[config.mk]
export PLATFORM = sky130hd
export DESIGN_NAME = fifo_flex
export DESIGN_NICKNAME = d
export VERILOG_FILES = /design/src/rtl/fifo_flex_pkg.sv /design/src/rtl/fifo_flex_ram.sv /design/src/rtl/fifo_flex.sv
export SDC_FILE = /design/constraint.sdc
export NUM_CORES = 1
export LEC_CHECK = 0
export CORE_ASPECT_RATIO = 0.75
export CORE_MARGIN = 8
export CORE_UTILIZATION = 30
export CTS_BUF_LIST = sky130_fd_sc_hd__clkbuf_8 sky130_fd_sc_hd__clkbuf_16
export DETAILED_ROUTE_END_ITERATION = 8
export PLACE_DENSITY = 0.54
export SKIP_CTS_REPAIR_TIMING = 1
export SLEW_MARGIN = 20
export SYNTH_ARGS = -nofsm -noshare
export SYNTH_HDL_FRONTEND = slang
export SYNTH_SLANG_ARGS = --single-unit
[constraint.sdc]
create_clock -name clk -period 4.23 [get_ports clk]
set_input_delay 0.6345 -clock clk [delete_from_list [all_inputs] [get_ports clk]]
set_output_delay 0.6345 -clock clk [all_outputs]
set_load 0.02 [all_outputs]
[src/rtl/fifo_flex_pkg.sv]
// Shared helpers for fifo_flex: pointer/count width derivation and the wrapping pointer increment.
package fifo_flex_pkg;

  function automatic int clog2(input int value);
    int r;
    int v;
    r = 0;
    v = value - 1;
    while (v > 0) begin
      r++;
      v = v >> 1;
    end
    return r;
  endfunction

  function automatic int ptr_w(input int depth);
    return clog2(depth);
  endfunction

  function automatic int cnt_w(input int depth);
    return clog2(depth + 1);
  endfunction

  // Explicit compare so non-power-of-two depths wrap at DEPTH-1.
  function automatic int ptr_next(input int ptr, input int depth);
    return (ptr == depth - 1) ? 0 : ptr + 1;
  endfunction

endpackage

[src/rtl/fifo_flex_ram.sv]
// DEPTH x DATA_WIDTH storage: one synchronous write port, one asynchronous read port.
// Contents are deliberately not reset.
module fifo_flex_ram
  import fifo_flex_pkg::*;
#(
  parameter int DATA_WIDTH = 2,
  parameter int DEPTH      = 4,
  parameter int AW         = ptr_w(DEPTH)
) (
  input  logic                  clk,
  input  logic                  we,
  input  logic [AW-1:0]         waddr,
  input  logic [DATA_WIDTH-1:0] wdata,
  input  logic [AW-1:0]         raddr,
  output logic [DATA_WIDTH-1:0] rdata
);

  logic [DATA_WIDTH-1:0] r_mem [DEPTH];

  always_ff @(posedge clk) begin
    if (we) r_mem[waddr] <= wdata;
  end

  assign rdata = r_mem[raddr];

endmodule

[src/rtl/fifo_flex.sv]
// Synchronous FWFT FIFO, any DEPTH >= 2; registered flags from next-state count, zero-cycle fall-through.
// Push at full is accepted only alongside a pop; optional sticky overflow/underflow under FIFO_FLEX_ERR_EN.
module fifo_flex
  import fifo_flex_pkg::*;
#(
  parameter int DATA_WIDTH = 2,
  parameter int DEPTH      = 4,
  parameter int AF_LEVEL   = DEPTH - 1,
  parameter int AE_LEVEL   = 1
) (
  input  logic                      clk,
  input  logic                      reset,
  input  logic [DATA_WIDTH-1:0]     din,
  input  logic                      push,
  input  logic                      pop,
  output logic [DATA_WIDTH-1:0]     dout,
  output logic                      empty,
  output logic                      full,
  output logic                      almost_empty,
  output logic                      almost_full,
  output logic [cnt_w(DEPTH)-1:0]   count
`ifdef FIFO_FLEX_ERR_EN
  ,
  input  logic                      err_clr,
  output logic                      overflow,
  output logic                      underflow
`endif
);

  localparam int PW = ptr_w(DEPTH);
  localparam int CW = cnt_w(DEPTH);
  localparam logic [CW-1:0] C_DEPTH = CW'(DEPTH);
  localparam logic [CW-1:0] C_AF    = CW'(AF_LEVEL);
  localparam logic [CW-1:0] C_AE    = CW'(AE_LEVEL);

  logic [PW-1:0]         r_rd_ptr;
  logic [PW-1:0]         r_wr_ptr;
  logic [CW-1:0]         r_count;
  logic                  r_empty;
  logic                  r_full;
  logic                  r_ae;
  logic                  r_af;
  logic                  w_push_ok;
  logic                  w_pop_ok;
  logic [CW-1:0]         w_count_nxt;
  logic [DATA_WIDTH-1:0] w_rdata;

  // At full, a coincident pop frees the slot the push writes into.
  assign w_push_ok = push & (~r_full | pop);
  assign w_pop_ok  = pop & ~r_empty;

  always_comb begin
    w_count_nxt = r_count;
    case ({w_push_ok, w_pop_ok})
      2'b10:   w_count_nxt = r_count + CW'(1);
      2'b01:   w_count_nxt = r_count - CW'(1);
      default: w_count_nxt = r_count;
    endcase
  end

  always_ff @(posedge clk or posedge reset) begin
    if (reset) begin
      r_rd_ptr <= '0;
      r_wr_ptr <= '0;
      r_count  <= '0;
      r_empty  <= 1'b1;
      r_full   <= 1'b0;
      r_ae     <= 1'b1;
      r_af     <= 1'b0;
    end else begin
      if (w_push_ok) r_wr_ptr <= PW'(ptr_next(int'(r_wr_ptr), DEPTH));
      if (w_pop_ok)  r_rd_ptr <= PW'(ptr_next(int'(r_rd_ptr), DEPTH));
      r_count <= w_count_nxt;
      r_empty <= (w_count_nxt == '0);
      r_full  <= (w_count_nxt == C_DEPTH);
      r_ae    <= (w_count_nxt <= C_AE);
      r_af    <= (w_count_nxt >= C_AF);
    end
  end

  fifo_flex_ram #(
    .DATA_WIDTH (DATA_WIDTH),
    .DEPTH      (DEPTH),
    .AW         (PW)
  ) u_ram (
    .clk   (clk),
    .we    (w_push_ok),
    .waddr (r_wr_ptr),
    .wdata (din),
    .raddr (r_rd_ptr),
    .rdata (w_rdata)
  );

  assign dout         = r_empty ? '0 : w_rdata;
  assign empty        = r_empty;
  assign full         = r_full;
  assign almost_empty = r_ae;
  assign almost_full  = r_af;
  assign count        = r_count;

`ifdef FIFO_FLEX_ERR_EN
  logic r_overflow;
  logic r_underflow;
  logic w_ovf_set;
  logic w_unf_set;

  // A push+pop on empty is a legal push, so it does not count as underflow.
  assign w_ovf_set = push & r_full & ~pop;
  assign w_unf_set = pop & r_empty & ~push;

  always_ff @(posedge clk or posedge reset) begin
    if (reset) begin
      r_overflow  <= 1'b0;
      r_underflow <= 1'b0;
    end else begin
      r_overflow  <= w_ovf_set | (r_overflow & ~err_clr);
      r_underflow <= w_unf_set | (r_underflow & ~err_clr);
    end
  end

  assign overflow  = r_overflow;
  assign underflow = r_underflow;
`endif

endmodule

; Yosys cells after proc, flatten, opt, wreduce, memory -nomap -nowiden
; Memory sizes are Yosys's and may differ from the RTL's.
; Cells that the tools add are included.
[word_totals]
register_bits = 11
mem_bits_rw = 8
inputBits = 6
output_inout_bits = 9
mem_count = 1
[op_classes]
n_addsub = 4
order_cmp = 2
eq_ne = 5
mux = 6
bitwise = 5
reduce_logical = 1
[mem_list]
columns = name, depth, word_bits, rd, rd_clocked_by_memory_dff, wr, line_no
row1 = u_ram.r_mem, 4, 2, 1, 0, 1, fifo_flex_ram.sv:18  ; logic [DATA_WIDTH-1:0] r_mem [DEPTH];
[op_table]
columns = cell, count
row1 = $eq A2 B1 Y1 const B, 3
row2 = $mux W2, 3
row3 = $pmux W3 S2, 1
row4 = $add A2 B1 Y2 const B, 2
row5 = $add A3 B1 Y3 const B, 1
row6 = $eq A3 B3 Y1 const B, 1
row7 = $ge A3 B2 Y1 const B, 1
row8 = $le A3 B1 Y1 const B, 1
row9 = $logic_not A3 Y1, 1
row10 = $sub A3 B1 Y3 const B, 1
row11 = $and A1 B1 Y1, 2
row12 = $eq A2 B2 Y1 const B, 1
row13 = $mux W1, 2
row14 = $not A1 Y1, 2
row15 = $or A1 B1 Y1, 1

; Depth between registers and ports, before layout
; Gate-level depths: netlist of the first run.
[depth]
word_depth = 6
ltp_mapped = 8
depth_no_buf = 8

; Cells and area by module
; A second synthesis of the first run with hierarchy kept.
[unflattened]
hier_cells = 56
hier_area_um2 = 857.1
[by_module_without_submodules]
columns = module, instances, cells_per_inst, area_per_inst_um2
row1 = fifo_flex, 1, 42, 533.0
row2 = fifo_flex_ram, 1, 14, 324.1

; Worst setup path after synthesis of the first run
; No wires, ideal clock.
[synth_path]
kind = input -> register
startpoint = input pop
endpoint = register r_count[2] (netlist: count[2])
arrival_time_ps = 2284
setup_slack_ps = 1818
path_stages = 8
path_buffers = 0
cell_sequence = inv_1 > a21boi_1 > inv_1 > ha_1 > fa_1 > xnor2_1 > o21a_1 > or2_2
[synth_via]
elab_chain_cells = 4
word_cells_on_any_way = 6
[synth_rtl]
columns = element, line_no
row1 = "start, declared", fifo_flex.sv:15  ; input logic pop,
row2 = $or A1 B1 Y1, fifo_flex.sv:49  ; assign w_push_ok = push & (~r_full | pop);
row3 = $and A1 B1 Y1, fifo_flex.sv:49
row4 = $eq A2 B1 Y1 or $eq A2 B2 Y1 (tied branches), fifo_flex.sv:54  ; case ({w_push_ok, w_pop_ok})
row5 = $pmux W3 S2 (*), fifo_flex.sv:54
row6 = named net w_count_nxt[2], fifo_flex.sv:45  ; logic [CW-1:0] w_count_nxt;
row7 = "end signal, assigned", fifo_flex.sv:73  ; r_count <= w_count_nxt;
row8 = "end, declared", fifo_flex.sv:38  ; logic [CW-1:0] r_count;
; The timed path passes the listed nets; every way through them passes the cells marked *.
; A chain may end at the register's enable or synchronous reset.

; Worst setup path in the final report of the first run
; Same ends and word-level chain as after synthesis.

==> metrics.csv, run 1 <==
stage,metric,value,unit
placement,DP HPWL,1130,um
drt,Total Wirelength,1420,um
sta,RSZ-0062 raised after global routing,no,
cells_and_area,nets,95,
floorplanning,Initial Util,30.8,%
sta,Worst Tran Pin Value,0.498,ns
global_route,total global routing overflow,0,
synthesis,top_reg_cell synth,dfrtp_1,
drt,Iter 0 DRT Violations,19,
clock_tree,htree depth,1,
synthesis,"Seq/Total Area, Yosys",58.1,%
clock_tree,Worst-path clk slew,0.07,ns
power,power per cell area,722,nW/um^2
synthesis,Seq cells post-synth,19,
drt,DRT antenna net count,0,
power,Max IR drop VDD,0.384,mV
sta,setup_tns,0,ns
synthesis,"Async S/R FF share, synth",57.9,%
global_route,vias in the first global route,545,
setup_path,slowest CP cell,clkdlybuf4s50_1,
cells_and_area,area delta synth->final,26.3,%
synthesis,YS warnings,0,
drt,Vias/cell,4.20,
drt,wl on met1,754,um
setup_path,CP Data Required Time,4.37,ns
sta,minimum clock period,2.86,ns
clock_tree,CTS tree,yes,
drt,WL per Instance,12.0,um
cells_and_area,antenna cells,0,
global_route,Total GRT Usage,6.40,%
sta,Final Hold Vio Count,0,
clock_tree,worst-skew pair later-pin latency,0.25,ns
floorplanning,Chip Width,78.9,um
setup_path,CP Launch Type,primary input,
clock_tree,clock buffer depth,2,
synthesis,Post-synth EDFFs,8,
drt,vias post-DR,500,
sta,Slew headroom,66.8,%
floorplanning,Die H,63.2,um
drt,met2 WL post-DR,565,um
drt,Residual DRC,0,
hold_path,worst min-delay path category,reg2reg,
cells_and_area,fin util,38.9,%
placement,Placed Area,1080,sq um
sta,Final setup viols,0,
setup_path,largest stage delay on the critical path,0.45,ns
cells_and_area,Final Instance Area,1120,sq um
synthesis,post-synth net total,76,
setup_path,CP arrival,2.99,ns
sta,Tcrit/Tclk final,67.5,%
synthesis,cell accounting for the most synthesized area,edfxtp_1,
placement,RD Place Congestion,0.674,
synthesis,Synth top area share,27.0,%
setup_path,worst-path maximum fanout,7,
clock_tree,CTS Sinks,19,
synthesis,Yosys cell types,22,
drt,Top Metal Used,met3,
synthesis,Syn Std Cell Area,891,sq um
global_route,largest net degree at the start of global routing,12,
sta,final worst slack,1.37,ns
synthesis,synthesized area per cell,14.1,sq um
floorplanning,number of I/O pins,15,
clock_tree,TritonCTS buffer count,3,
synthesis,most frequent cell after synthesis,dfrtp_1,
global_route,antenna violations before repair,0,
placement,worst slack at placement,1.07,ns
setup_path,cells along the critical path,clkdlybuf4s50_1 -> inv_1 -> a21boi_1 -> inv_1 -> ha_1 -> fa_1 -> xnor2_1 -> nor3_1 -> or2_2,
run_status,status,completed,
job,max_cap viols,0,
drt,met3 WL,105,um
setup_path,kind of critical path,in2reg,
sta,Clock Skews,0.00259,ns
cells_and_area,layout cell share with drive strength beyond 1,18.5,%
global_route,first-pass GRT wire length,2540,um
setup_path,CP most frequent cell,inv_1,
clock_tree,Root Buffer,clkbuf_8,
cells_and_area,fill count,282,
synthesis,Post-Synthesis Cells,63,
synthesis,Synth area leaders,"edfxtp_1, dfrtp_1, ha_1",
floorplanning,row cnt,17,
drt,DR pass1 iterations,2,
floorplanning,core box area,2890,sq um
sta,FMAX,350,MHz
power,P_leak,0.000454,uW
placement,I/O Buffers,14,
sta,Final Max Tran Viols,0,
setup_path,CP Capture Type,register,
floorplanning,die area,4990,sq um
synthesis,synth cell count leaders,"dfrtp_1, edfxtp_1, ha_1",
-- area by class of cell --
type	count	area (sq um)	share of cell area, %
multi-input combinational	39	354	31.5
timing repair buffer	14	140	12.5
tap	38	47.5	4.23
clock inverter	1	5.00	0.445
clock buffer	3	41.3	3.67
inverter	5	18.8	1.67
sequential	19	518	46.1
-- cells in the final DEF, fill, tap and decap left out, types with 2 or more instances in the layout --
cell             netlist  routed
xnor2_1                2       2
mux4_2                 2       2
dfstp_2                2       2
nor2b_1                2       2
ha_1                   6       6
clkbuf_8               0       3
nand3_1                2       2
clkdlybuf4s50_1        0      14
nor3_1                 3       3
and2_1                 4       4
edfxtp_1               8       8
nor2_1                 4       4
dfrtp_1                9       9
inv_1                  5       5
mux2_2                 5       5
-- routing by layer --
layer	up-vias	GRT usage, %
li1	255	-
met1	233	8.04
met2	12	9.08
met3	0	4.25
met4	0	0.691
met5	-	0
-- path summary, 6_finish.rpt --
path / start / end / slack (ns) / cells past startpoint
setup / recovery: pop / count[2] / 1.37 / 9
hold / removal: r_wr_ptr[1] / r_wr_ptr[1] / 0.57 / 1
setup reg to reg: full / count[2] / 1.89 / 7
hold reg to reg: r_wr_ptr[1] / r_wr_ptr[1] / 0.57 / 1
max in group asynchronous: reset / almost_empty / 3.23 / 2
min in group asynchronous: reset / full / 0.67 / 2
-- power breakdown --
group	switching [uW]	internal (uW)	total, uW
combinational	173	198	371
clock	56.1	65.3	121
sequential	54.7	265	320
-- sequential cells by signal (all words and copies together) (netlist names) --
name          cells
almost_empty      1
almost_full       1
count             3
empty             1
full              1
r_rd_ptr          2
r_wr_ptr          2
u_ram.r_mem       8
-- through the flow --
stage	total power (uW)	std cells	hold slack (ns)
floorplan	566	63	0.486
global placement	695	115	0.567
detailed placement	700	115	0.561
CTS	827	119	0.577
global route	884	119	0.601
finish	812	119	0.570
-- worst max-delay path, delay by kind of cell --
family	cells	cell delay, ns
xor+xnor	1	0.30
buf+inv	3	0.58
compound gates	1	0.42
fa+ha+maj	2	0.61
simple gates	2	0.44
-- cells by family after synthesis --
logic type	share of synthesized area, %
adders and majority gates	10.7
AOI/OAI and AO/OA	2.67
xor gates and xnor gates	1.97
and+or+nand+nor	13.1
muxes	11.4
buffers and inverters	2.11
DFF	58.1
Note: power is estimated with default switching activity, not from simulation.
==> inputs of run 2 (changes only) <==
- clock period: 4.23 -> 2.75 ns (I/O delays scaled with it)
==> metrics.csv, run 2 (synthesized netlist as in run 1, its figures left out) <==
stage,metric,value,unit,change
setup_path,"Largest delay share family, worst path",adder cells,,
cells_and_area,max reg flops,8,,unchanged
global_route,Total GRT Usage,6.48,%,+0.081 points
global_route,total global routing overflow,0,,unchanged
power,post-route total power,1250,uW,+54%
setup_path,worst reg2reg path endpoint,count[2],,
floorplanning,Initial Util,30.8,%,unchanged
clock_tree,htree depth,1,,unchanged
drt,Vias/cell,4.24,,+0.90%
setup_path,CP arrival,2.49,ns,-0.50 ns
clock_tree,Root Buffer,clkbuf_8,,
sta,minimum clock period,2.35,ns,
setup_path,Reg2Reg Setup Slack,0.68,ns,-1.21 ns
clock_tree,clock buffer depth,2,,unchanged
global_route,vias in the first global route,529,,-2.9%
placement,DP HPWL,1170,um,+4.2%
setup_path,CP most frequent cell,inv_1,,
cells_and_area,layout cell share with drive strength beyond 1,20.5,%,+2.0 points
job,max_cap viols,0,,unchanged
setup_path,CP Launch Type,primary input,,
floorplanning,row cnt,17,,unchanged
floorplanning,die area,4990,sq um,unchanged
clock_tree,CTS tree,yes,,
placement,worst slack at placement,0.109,ns,-0.962 ns
sta,Final setup viols,0,,unchanged
cells_and_area,fill count,282,,unchanged
cells_and_area,Seq. cell area,518,sq um,unchanged
sta,Final Hold Vio Count,0,,unchanged
run_status,status,completed,,
placement,I/O Buffers,14,,unchanged
clock_tree,worst-skew pair later-pin latency,0.25,ns,about the same
cells_and_area,largest reg by FF count,u_ram.r_mem,,
cells_and_area,"most common cell after layout, fill and taps aside",clkdlybuf4s50_1,,
sta,Tcrit/Tclk final,85.6,%,
floorplanning,Die H,63.2,um,unchanged
sta,final worst slack,0.396,ns,-0.977 ns
placement,RD Place Congestion,0.661,,-2.0%
setup_path,kind of critical path,in2reg,,
sta,setup_tns,0,ns,unchanged
cells_and_area,nets,97,,+2.1%
drt,Iter 0 DRT Violations,37,,+18
setup_path,R2R Path Start,empty,,
drt,DRT antenna net count,0,,unchanged
drt,Residual DRC,0,,unchanged
sta,hold_ws,0.452,ns,-0.118 ns
setup_path,Worst setup startpoint,pop,,
setup_path,cells along the critical path,clkdlybuf4s50_1 -> inv_1 -> a21boi_1 -> inv_1 -> ha_1 -> fa_1 -> xnor2_1 -> nor3_1 -> or2_2,,
sta,Slew headroom,71.0,%,+4.3 points
sta,Worst Tran Pin Value,0.434,ns,-0.0634 ns
sta,Clock Skews,0.00368,ns,+0.00109 ns
power,Max IR drop VDD,0.637,mV,+66%
floorplanning,number of I/O pins,15,,unchanged
setup_path,R2R depth,6,,-1
setup_path,largest stage delay on the critical path,0.45,ns,about the same
power,P_leak,0.000464,uW,+2.1%
floorplanning,Chip Width,78.9,um,unchanged
setup_path,worst-path maximum fanout,4,,-3
drt,vias post-DR,513,,+2.6%
sta,FMAX,425,MHz,
setup_path,crit path to,count[2],,
cells_and_area,area delta synth->final,27.9,%,
floorplanning,core box area,2890,sq um,unchanged
clock_tree,TritonCTS buffer count,3,,unchanged
cells_and_area,area of the multi-input gates,354,sq um,unchanged
sta,RSZ-0062 raised after global routing,no,,
global_route,first-pass GRT wire length,2570,um,+1.3%
hold_path,worst min-delay path category,in2async,,
drt,DR pass1 iterations,4,,+2
global_route,largest net degree at the start of global routing,12,,unchanged
setup_path,CP Capture Type,register,,
drt,Total Wirelength,1480,um,+3.6%
setup_path,slowest CP cell,clkdlybuf4s50_1,,
cells_and_area,"commonest non-fill, non-tap cells in the layout","clkdlybuf4s50_1, dfrtp_1, edfxtp_1",,
setup_path,worst path bufs/invs,3,,unchanged
power,power per cell area,1100,nW/um^2,+52%
sta,Final Max Tran Viols,0,,unchanged
drt,WL per Instance,12.2,um,+1.9%
setup_path,CP Data Required Time,2.89,ns,-1.48 ns
clock_tree,CTS Sinks,19,,unchanged
global_route,antenna violations before repair,0,,unchanged
clock_tree,Worst-path clk slew,0.07,ns,about the same
cells_and_area,antenna cells,0,,unchanged
setup_path,cell depth of the worst setup path,9,,unchanged
[run 2: changes by cell type in the layout (fill, tap and decap cells not counted)]
cell / change
buf_4: +2
[run 2: layout make-up]
class | instances | share of cell area [%]
Timing Repair Buffer | 16 | 13.6
Tap cell | 38 | 4.17
Inverter | 5 | 1.65
Clock inverter | 1 | 0.439
Clock buffer | 3 | 3.62
Multi-Input combinational cell | 39 | 31.1
Sequential cell | 19 | 45.4
[run 2: routing by layer]
layer  wire [um]  vias up  GRT usage, %
met3          98        2          3.40
met1         756      238          8.26
met2         607       12          9.39
li1            -      261             -
met5           0        -             0
met4          12        0          1.38
[run 2: power breakdown]
group          switching, uW  internal, uW
Sequential              85.0           407
Combinational            261           308
Clock                   89.0           100
Total                    435           816
[run 2: how the worst min path moves through the flow]
| stage | startpoint | endpoint | slack, ns | cells past startpoint |
|---|---|---|---|---|
| floorplan | reset | almost_full | 0.26 | 1 |
| global placement | count[2] | full | 0.56 | 2 |
| detailed placement | r_wr_ptr[1] | r_wr_ptr[1] | 0.57 | 1 |
| CTS | reset | full | 0.47 | 2 |
| global route | reset | full | 0.50 | 2 |
| finish | reset | full | 0.45 | 2 |
[run 2: stage by stage]
stage	cells	instance area [sq um]	util, %
after floorplan	63	891	-
after global placement	117	1090	37.8
after detailed placement	117	1090	37.8
after CTS	121	1140	39.4
after global routing	121	1140	39.4
final	121	1140	39.4
==> inputs of run 3 (changes only) <==
- SETUP_SLACK_MARGIN: default -> 0.2
==> metrics.csv, run 3 (synthesized netlist as in run 1, its figures left out) <==
stage,metric,value,unit,change
setup_path,CP arrival,2.48,ns,about the same
placement,Placed Area,1090,sq um,unchanged
power,post-route total power,1260,uW,+0.98%
global_route,total global routing overflow,0,,unchanged
floorplanning,Chip Width,78.9,um,unchanged
setup_path,largest stage delay on the critical path,0.45,ns,about the same
cells_and_area,area delta synth->final,29.2,%,
clock_tree,CTS tree,yes,,
setup_path,R2R Path Start,empty,,
setup_path,worst path bufs/invs,3,,unchanged
power,power share of the clock group,15.0,%,about the same
clock_tree,clock buffer depth,2,,unchanged
floorplanning,Initial Util,30.8,%,unchanged
global_route,Total GRT Usage,6.48,%,unchanged
power,sw frac,34.8,%,about the same
cells_and_area,"commonest non-fill, non-tap cells in the layout","clkdlybuf4s50_1, dfrtp_1, edfxtp_1",,
clock_tree,CTS Sinks,19,,unchanged
setup_path,CP Data Required Time,2.89,ns,about the same
sta,Final setup viols,0,,unchanged
cells_and_area,"most common cell after layout, fill and taps aside",clkdlybuf4s50_1,,
sta,minimum clock period,2.34,ns,-0.0122 ns
sta,Final Hold Vio Count,0,,unchanged
sta,Worst Tran Pin Value,0.434,ns,+0.0000154 ns
setup_path,kind of critical path,in2reg,,
floorplanning,core box area,2890,sq um,unchanged
floorplanning,row cnt,17,,unchanged
power,Seq pwr share,39.0,%,-0.4 points
sta,Slew headroom,71.0,%,about the same
setup_path,"Largest delay share family, worst path",adder cells,,
power,P_leak,0.000469,uW,+1.1%
drt,DRT antenna net count,0,,unchanged
clock_tree,TritonCTS buffer count,3,,unchanged
run_status,status,completed,,
placement,I/O Buffers,14,,unchanged
sta,RSZ-0062 raised after global routing,no,,
clock_tree,htree depth,1,,unchanged
power,Psw,439,uW,+1.0%
power,Max IR drop VDD,0.637,mV,about the same
floorplanning,number of I/O pins,15,,unchanged
global_route,vias in the first global route,529,,unchanged
setup_path,CP Launch Type,primary input,,
placement,RD Place Congestion,0.661,,unchanged
drt,Iter 0 DRT Violations,28,,-24%
clock_tree,Worst-path clk slew,0.07,ns,about the same
cells_and_area,max reg flops,8,,unchanged
cells_and_area,nets,97,,unchanged
cells_and_area,Final Instance Area,1150,sq um,+0.99%
drt,Vias/cell,4.24,,unchanged
cells_and_area,largest reg by FF count,u_ram.r_mem,,
clock_tree,worst-skew pair later-pin latency,0.25,ns,about the same
power,power per cell area,1100,nW/um^2,about the same
clock_tree,Root Buffer,clkbuf_8,,
setup_path,cells along the critical path,clkdlybuf4s50_1 -> inv_1 -> a21boi_2 -> inv_1 -> ha_1 -> fa_1 -> xnor2_2 -> o21a_1 -> or2_2,,
global_route,first-pass GRT wire length,2570,um,unchanged
sta,setup_tns,0,ns,unchanged
floorplanning,die area,4990,sq um,unchanged
sta,hold_ws,0.452,ns,-0.000181 ns
global_route,antenna violations before repair,0,,unchanged
sta,Clock Skews,0.00381,ns,+0.000132 ns
setup_path,worst-path maximum fanout,4,,unchanged
drt,WL per Instance,12.2,um,+0.27%
setup_path,slowest CP cell,clkdlybuf4s50_1,,
drt,Residual DRC,0,,unchanged
sta,Tcrit/Tclk final,85.2,%,-0.44 points
cells_and_area,layout cell share with drive strength beyond 1,22.9,%,+2.4 points
drt,Total Wirelength,1480,um,+0.27%
drt,DR pass1 iterations,3,,-1
power,internal power,824,uW,+0.97%
setup_path,Worst setup startpoint,pop,,
setup_path,CP Capture Type,register,,
power,Combinational Power Share,45.9,%,+0.4 points
placement,DP HPWL,1170,um,unchanged
sta,Final Max Tran Viols,0,,unchanged
floorplanning,Die H,63.2,um,unchanged
job,max_cap viols,0,,unchanged
global_route,largest net degree at the start of global routing,12,,unchanged
cells_and_area,antenna cells,0,,unchanged
sta,FMAX,427,MHz,+0.52%
drt,vias post-DR,513,,unchanged
setup_path,CP most frequent cell,inv_1,,
hold_path,worst min-delay path category,in2async,,
==> run 3: power by group through the flow <==
stage               Clock, uW  Combinational [uW]  Sequential, uW
floorplan                   0                 332             539
global placement            0                 572             498
detailed placement          0                 579             502
CTS                       198                 581             497
global route              211                 641             512
finish                    190                 580             493
==> run 3: routing by layer <==
layer / global-route usage, % / part of all wire [%]
met2: 9.39 / 41
met4: 1.38 / 0.81
met5: 0 / 0
met1: 8.26 / 51
met3: 3.40 / 6.6
==> run 3: area by class of cell <==
cell class,count,area (sq um)
Clock buffer,3,41.3
Clock inverter,1,5.00
Fill cell,283,1740
Inverter,5,18.8
Multi-Input combinational cell,39,365
Sequential cell,19,518
Tap cell,38,47.5
Timing Repair Buffer,16,155
==> run 3: worst paths after layout <==
path / to / slack [ns] / cells past startpoint
max in group asynchronous: almost_empty / 1.97 / 2
worst min-delay path: full / 0.45 / 2
worst max-delay path: count[2] / 0.41 / 9
min in group clk: r_wr_ptr[1] / 0.57 / 1
worst max register to register: count[2] / 0.65 / 6
worst min register to register: r_wr_ptr[1] / 0.57 / 1
==> run 3: metrics by stage <==
stage	worst slack, ns	util [%]	std cells
CTS	0.360	39.4	121
global route	0.267	39.8	121
detailed placement	0.109	37.8	117
finish	0.408	39.8	121
global placement	0.122	37.8	117
floorplan	0.555	-	63
